$ cat config.mk
export PLATFORM = sky130hd
export DESIGN_NAME = oka_clmul_seq
export DESIGN_NICKNAME = d
export VERILOG_FILES = /design/src/rtl/oka_clmul_seq.sv
export SDC_FILE = /design/constraint.sdc
export NUM_CORES = 1
export LEC_CHECK = 0
export CAP_MARGIN = 15
export CORE_UTILIZATION = 40
export DETAILED_ROUTE_END_ITERATION = 6
export GPL_ROUTABILITY_DRIVEN = 0
export PLACE_DENSITY = 0.69
export SYNTH_ARGS = -nofsm -noshare
export SYNTH_HDL_FRONTEND = slang
export SYNTH_SLANG_ARGS = --single-unit
$ cat constraint.sdc
create_clock -name clk -period 2.65 [get_ports clk]
set_clock_uncertainty 0.2 [all_clocks]
set_input_delay 0.6625 -clock clk [delete_from_list [all_inputs] [get_ports clk]]
set_output_delay 0.6625 -clock clk [all_outputs]
set_load 0.05 [all_outputs]
$ cat src/rtl/oka_clmul_seq.sv
// oka_clmul_seq: sequential carryless (GF(2)) multiplier with optional
// reduction modulo x^W + p.
//   clk, rst         : rising-edge clock, synchronous active-high reset
//   in_valid/in_ready: operand handshake (a, b, mode, p latched on accept)
//   a, b             : W-bit GF(2) polynomials, bit i = coefficient of x^i
//   mode             : 0 = full (2W-1)-bit product, 1 = reduced mod x^W + p
//   p                : low W coefficients of the reduction polynomial
//   out_valid/out_ready: result handshake, y held stable while out_valid
//   y                : (2W-1)-bit result, zero while idle
module oka_clmul_seq #(
    parameter int unsigned W = 8,
    parameter int unsigned D = 2
) (
    input  logic           clk,
    input  logic           rst,
    input  logic           in_valid,
    output logic           in_ready,
    input  logic [W-1:0]   a,
    input  logic [W-1:0]   b,
    input  logic           mode,
    input  logic [W-1:0]   p,
    output logic           out_valid,
    input  logic           out_ready,
    output logic [2*W-2:0] y
);

    localparam int unsigned YW    = 2 * W - 1;
    localparam int unsigned STEPS = W / D;
    localparam int unsigned CW    = $clog2(YW + 1);

    if ((W < 2) || (D < 1) || ((W % D) != 0)) begin : g_param_check
        $error("oka_clmul_seq: W must be >= 2 and divisible by D");
    end

    typedef enum logic [1:0] {IDLE, MUL, RED, DONE} state_t;

    state_t          state;
    logic [YW-1:0]   a_sh;     // multiplicand pre-shifted to the current step
    logic [W-1:0]    b_sh;     // multiplier, low D bits are this step's bits
    logic [W-1:0]    p_r;
    logic            mode_r;
    logic [YW-1:0]   acc;
    logic [CW-1:0]   cnt;      // MUL: step index; RED: accumulator bit index

    logic [YW-1:0]   mul_acc;
    logic [YW-1:0]   red_poly;
    logic [YW-1:0]   red_acc;

    // One MUL step: XOR in D shifted copies of a, gated by b bits.
    always_comb begin
        mul_acc = acc;
        for (int j = 0; j < int'(D); j++) begin
            if (b_sh[j]) begin
                mul_acc = mul_acc ^ (a_sh << j);
            end
        end
    end

    // One RED step: (x^W + p) * x^(i-W) has its top term at bit i, so the
    // XOR both folds p in and clears acc[i].
    always_comb begin
        red_poly = YW'({1'b1, p_r}) << (cnt - CW'(W));
        red_acc  = acc[cnt] ? (acc ^ red_poly) : acc;
    end

    always_ff @(posedge clk) begin
        if (rst) begin
            state     <= IDLE;
            in_ready  <= 1'b1;
            out_valid <= 1'b0;
            y         <= '0;
            a_sh      <= '0;
            b_sh      <= '0;
            p_r       <= '0;
            mode_r    <= 1'b0;
            acc       <= '0;
            cnt       <= '0;
        end else begin
            case (state)
                IDLE: begin
                    if (in_valid) begin
                        a_sh     <= YW'(a);
                        b_sh     <= b;
                        p_r      <= p;
                        mode_r   <= mode;
                        acc      <= '0;
                        cnt      <= '0;
                        in_ready <= 1'b0;
                        state    <= MUL;
                    end
                end
                MUL: begin
                    acc  <= mul_acc;
                    a_sh <= a_sh << D;
                    b_sh <= b_sh >> D;
                    cnt  <= cnt + CW'(1);
                    if (cnt == CW'(STEPS - 1)) begin
                        if (mode_r) begin
                            cnt   <= CW'(YW - 1);
                            state <= RED;
                        end else begin
                            y         <= mul_acc;
                            out_valid <= 1'b1;
                            state     <= DONE;
                        end
                    end
                end
                RED: begin
                    acc <= red_acc;
                    cnt <= cnt - CW'(1);
                    if (cnt == CW'(W)) begin
                        y         <= red_acc;
                        out_valid <= 1'b1;
                        state     <= DONE;
                    end
                end
                DONE: begin
                    if (out_ready) begin
                        y         <= '0;
                        out_valid <= 1'b0;
                        in_ready  <= 1'b1;
                        state     <= IDLE;
                    end
                end
                default: begin
                    state <= IDLE;
                end
            endcase
        end
    end

endmodule
==> flow_metrics.tcl <==
set metrics [dict create \
    status "complete, no violations" \
    worst_pin_slew_ps 588 \
    grtUsageTotal_pct 22.5 \
    hold_buffers 0 \
    hp-start "y[0]$_SDFFE_PP0P_" \
    p_total_w 0.00507 \
    clkTransAtPathRegs_ps 80 \
    synthArstFlopShare_pct 0 \
    cts_max_path_buffers 2 \
    power.density_mw_per_mm2 956 \
    fp.dieH_um 106 \
    remaining_drc_errors 0 \
    finish.utilization_pct 50.9 \
    via_count 4183 \
    postCtsResizedCells 0 \
    first_pass_iters 5 \
    io_buffers 45 \
    hold-path-cell-count 2 \
    synth_top_area_share_pct 32.3 \
    cts_tree "done" \
    wire_per_inst_um 16.7 \
    clock_latency_ps 360 \
    post-route-period-util_pct 95.3 \
    initial_utilization_pct 41.6 \
    synthCells 527 \
    r2r_cells 8 \
    num-nets-final 620 \
    synthTopCellsByArea "dfxtp_1 32%, nand2_1 6.3%, nor2_1 5.1%, mux2i_1 4.8%, mux4_2 4.7%" \
    path_buf_inv 2 \
    slew_headroom_pct 60.7 \
    yosysWarnings 0 \
    drive_above_1_share_pct 12.8 \
    core_area_mm2 0.0104 \
    placed_cell_area_mm2 0.00507 \
    dp_worst_setup_slack_ps -50.8 \
    slew_violations 0 \
    htreeDepth 3 \
    r2r_setup_slack_ps 120 \
    drt_iter0_drc 328 \
    final_hold_viol_count 0 \
    postLayoutCellArea_mm2 0.00530 \
    max_freq_mhz 396 \
    antenna_found_initial 0 \
    grt_pass1_vias 4015 \
    drt_wl_total_um 12100 \
    rows 37 \
    grt_pass1_wl_um 20000 \
    dieWidth_um 106 \
    cpMaxStageDelayCell "dfxtp_1" \
    synth_area_mm2 0.00434 \
    root_buffer "clkbuf_8" \
    leakage_nw 1.92 \
    maxCapViolCount 0 \
    yosysSeqAreaShare_pct 32.3 \
    fin_ws_ps 125 \
    cts.sinks 70 \
    synth_ff_type "dfxtp_1" \
    synth-edff-count 0 \
    area_growth_pct 22.2 \
    min_to "y[0]$_SDFFE_PP0P_" \
    hold_class "flop to flop" \
    crit_type "flop to flop" \
    worstPathRequired_ps 2730 \
    setup_viol 0 \
    cp_top_family "simple AND/OR/NAND/NOR gates" \
    syn_nets 563 \
    yosysUniqueCellTypes 62 \
    r2r_start "state[0]$_SDFFE_PP0P_" \
    hpwl_um 9090 \
    synth.most_common_cell "nand2_1" \
    post_synth.cell_area_avg_um2 8.23 \
    cp-start-kind "flop" \
    numCtsBuffers 9 \
    r2r-end "acc[9]$_SDFFE_PP0P_" \
    synth_seq_cells 70 \
    arrival_ps 2610 \
    die-area_mm2 0.0113 \
    ant_nets 0 \
    end_kind "flop" \
    ioPinCount 46 \
    ir_worst_vdd_mv 0.444 \
    grt_max_degree 43 \
    synth_top_area_cell "dfxtp_1" \
    rsz0062_at_grt "no" \
    crit_chain "inv_1 > ha_1 > nor2b_1 > nor4b_1 > buf_4 > nand2_2 > o32a_1 > o21ai_0" \
    synthTopCellsByCount "73 x nand2_1, 70 x dfxtp_1, 59 x nor2_1" \
    slowest_delay_ps 450 \
    cp_max_fo 10 \
    avgViaCountPerCell 5.78 \
    post_cts_buffers 0 \
    min_period_ps 2530 \
    grt_overflow 0 \
    antenna_cells 0 \
]
## area by class of cell
type	count	area, µm²
Multi-Input combinational cell	408	2720
Tap cell	136	170
Timing Repair Buffer	81	728
Clock buffer	9	124
Fill cell	995	5110
Inverter	14	52.6
Clock inverter	6	111
Sequential cell	70	1400
## per-layer routing
layer | vias to the layer above | global-route usage [%] | part of all wire [%]
met5 | - | 0 | 0
met4 | 0 | 9.03 | 3.0
met3 | 38 | 4.78 | 5.9
met2 | 169 | 37.9 | 48
met1 | 1955 | 27.8 | 43
li1 | 2021 | - | -
## sequential cells by signal, indices dropped and copies added, names as in the netlist
name / cells
b_sh: 8
cnt: 4
out_valid: 1
a_sh: 15
p_r: 8
acc: 15
y: 15
mode_r: 1
state: 2
in_ready: 1
## worst register-to-register path, stage by stage (launching register included)
cell and delay [ps]:
dfxtp_1 450, inv_1 110, ha_1 290, nor2b_1 200, nor4b_1 410, buf_4 220
nand2_2 140, o32a_1 360, o21ai_0 70
## worst max path at each step
stage / slack [ps] / start / end / cells past startpoint
finish: 120 / state[0]$_SDFFE_PP0P_ / acc[9]$_SDFFE_PP0P_ / 8
global route: 9 / state[0]$_SDFFE_PP0P_ / acc[12]$_SDFFE_PP0P_ / 8
CTS: 190 / state[0]$_SDFFE_PP0P_ / acc[9]$_SDFFE_PP0P_ / 8
detailed placement: -50 / in_valid / acc[9]$_SDFFE_PP0P_ / 7
global placement: -30 / in_valid / acc[9]$_SDFFE_PP0P_ / 7
floorplan: 290 / state[0]$_SDFFE_PP0P_ / acc[9]$_SDFFE_PP0P_ / 7
## metrics by stage
step	hold WS, ps	instances	TNS [ps]
6_report	282	724	0
5_1_grt	327	724	0
4_1_cts	287	724	0
3_5_place_dp	276	709	-62.4
3_3_place_gp	270	709	-40.3
2_1_floorplan	254	527	0
## logic make-up (layout without fill, tap and decap cells)
logic type / after synthesis / after routing / share of synthesized area, %
compound gates: 145 / 145 / 23.5
xor+xnor: 36 / 36 / 7.27
fa+ha+maj: 7 / 7 / 2.02
buf+inv: 49 / 110 / 5.10
flops: 70 / 70 / 32.3
mux: 34 / 34 / 10.6
simple gates: 186 / 186 / 19.2
## placed cells by master, fill, tap and decap left out, types with 6 or more instances in the layout
cell,count
nor3_1,12
o21ai_0,24
a22oi_1,12
nand3_1,9
a21oi_1,34
inv_1,11
o221ai_1,8
dfxtp_1,70
a211oi_1,18
nor2_1,59
mux2i_1,21
clkdlybuf4s50_1,44
mux4_2,9
nand2_1,73
ha_1,7
nand2b_1,6
buf_4,35
clkbuf_8,9
xnor2_1,20
xor2_1,16
## report_power, final
group	internal (W)	switching (W)
sequential	0.00129	0.000243
clock	0.000619	0.000423
combinational	0.000974	0.00153
total	0.00288	0.00219
Note: power is estimated with default switching activity, not from simulation.
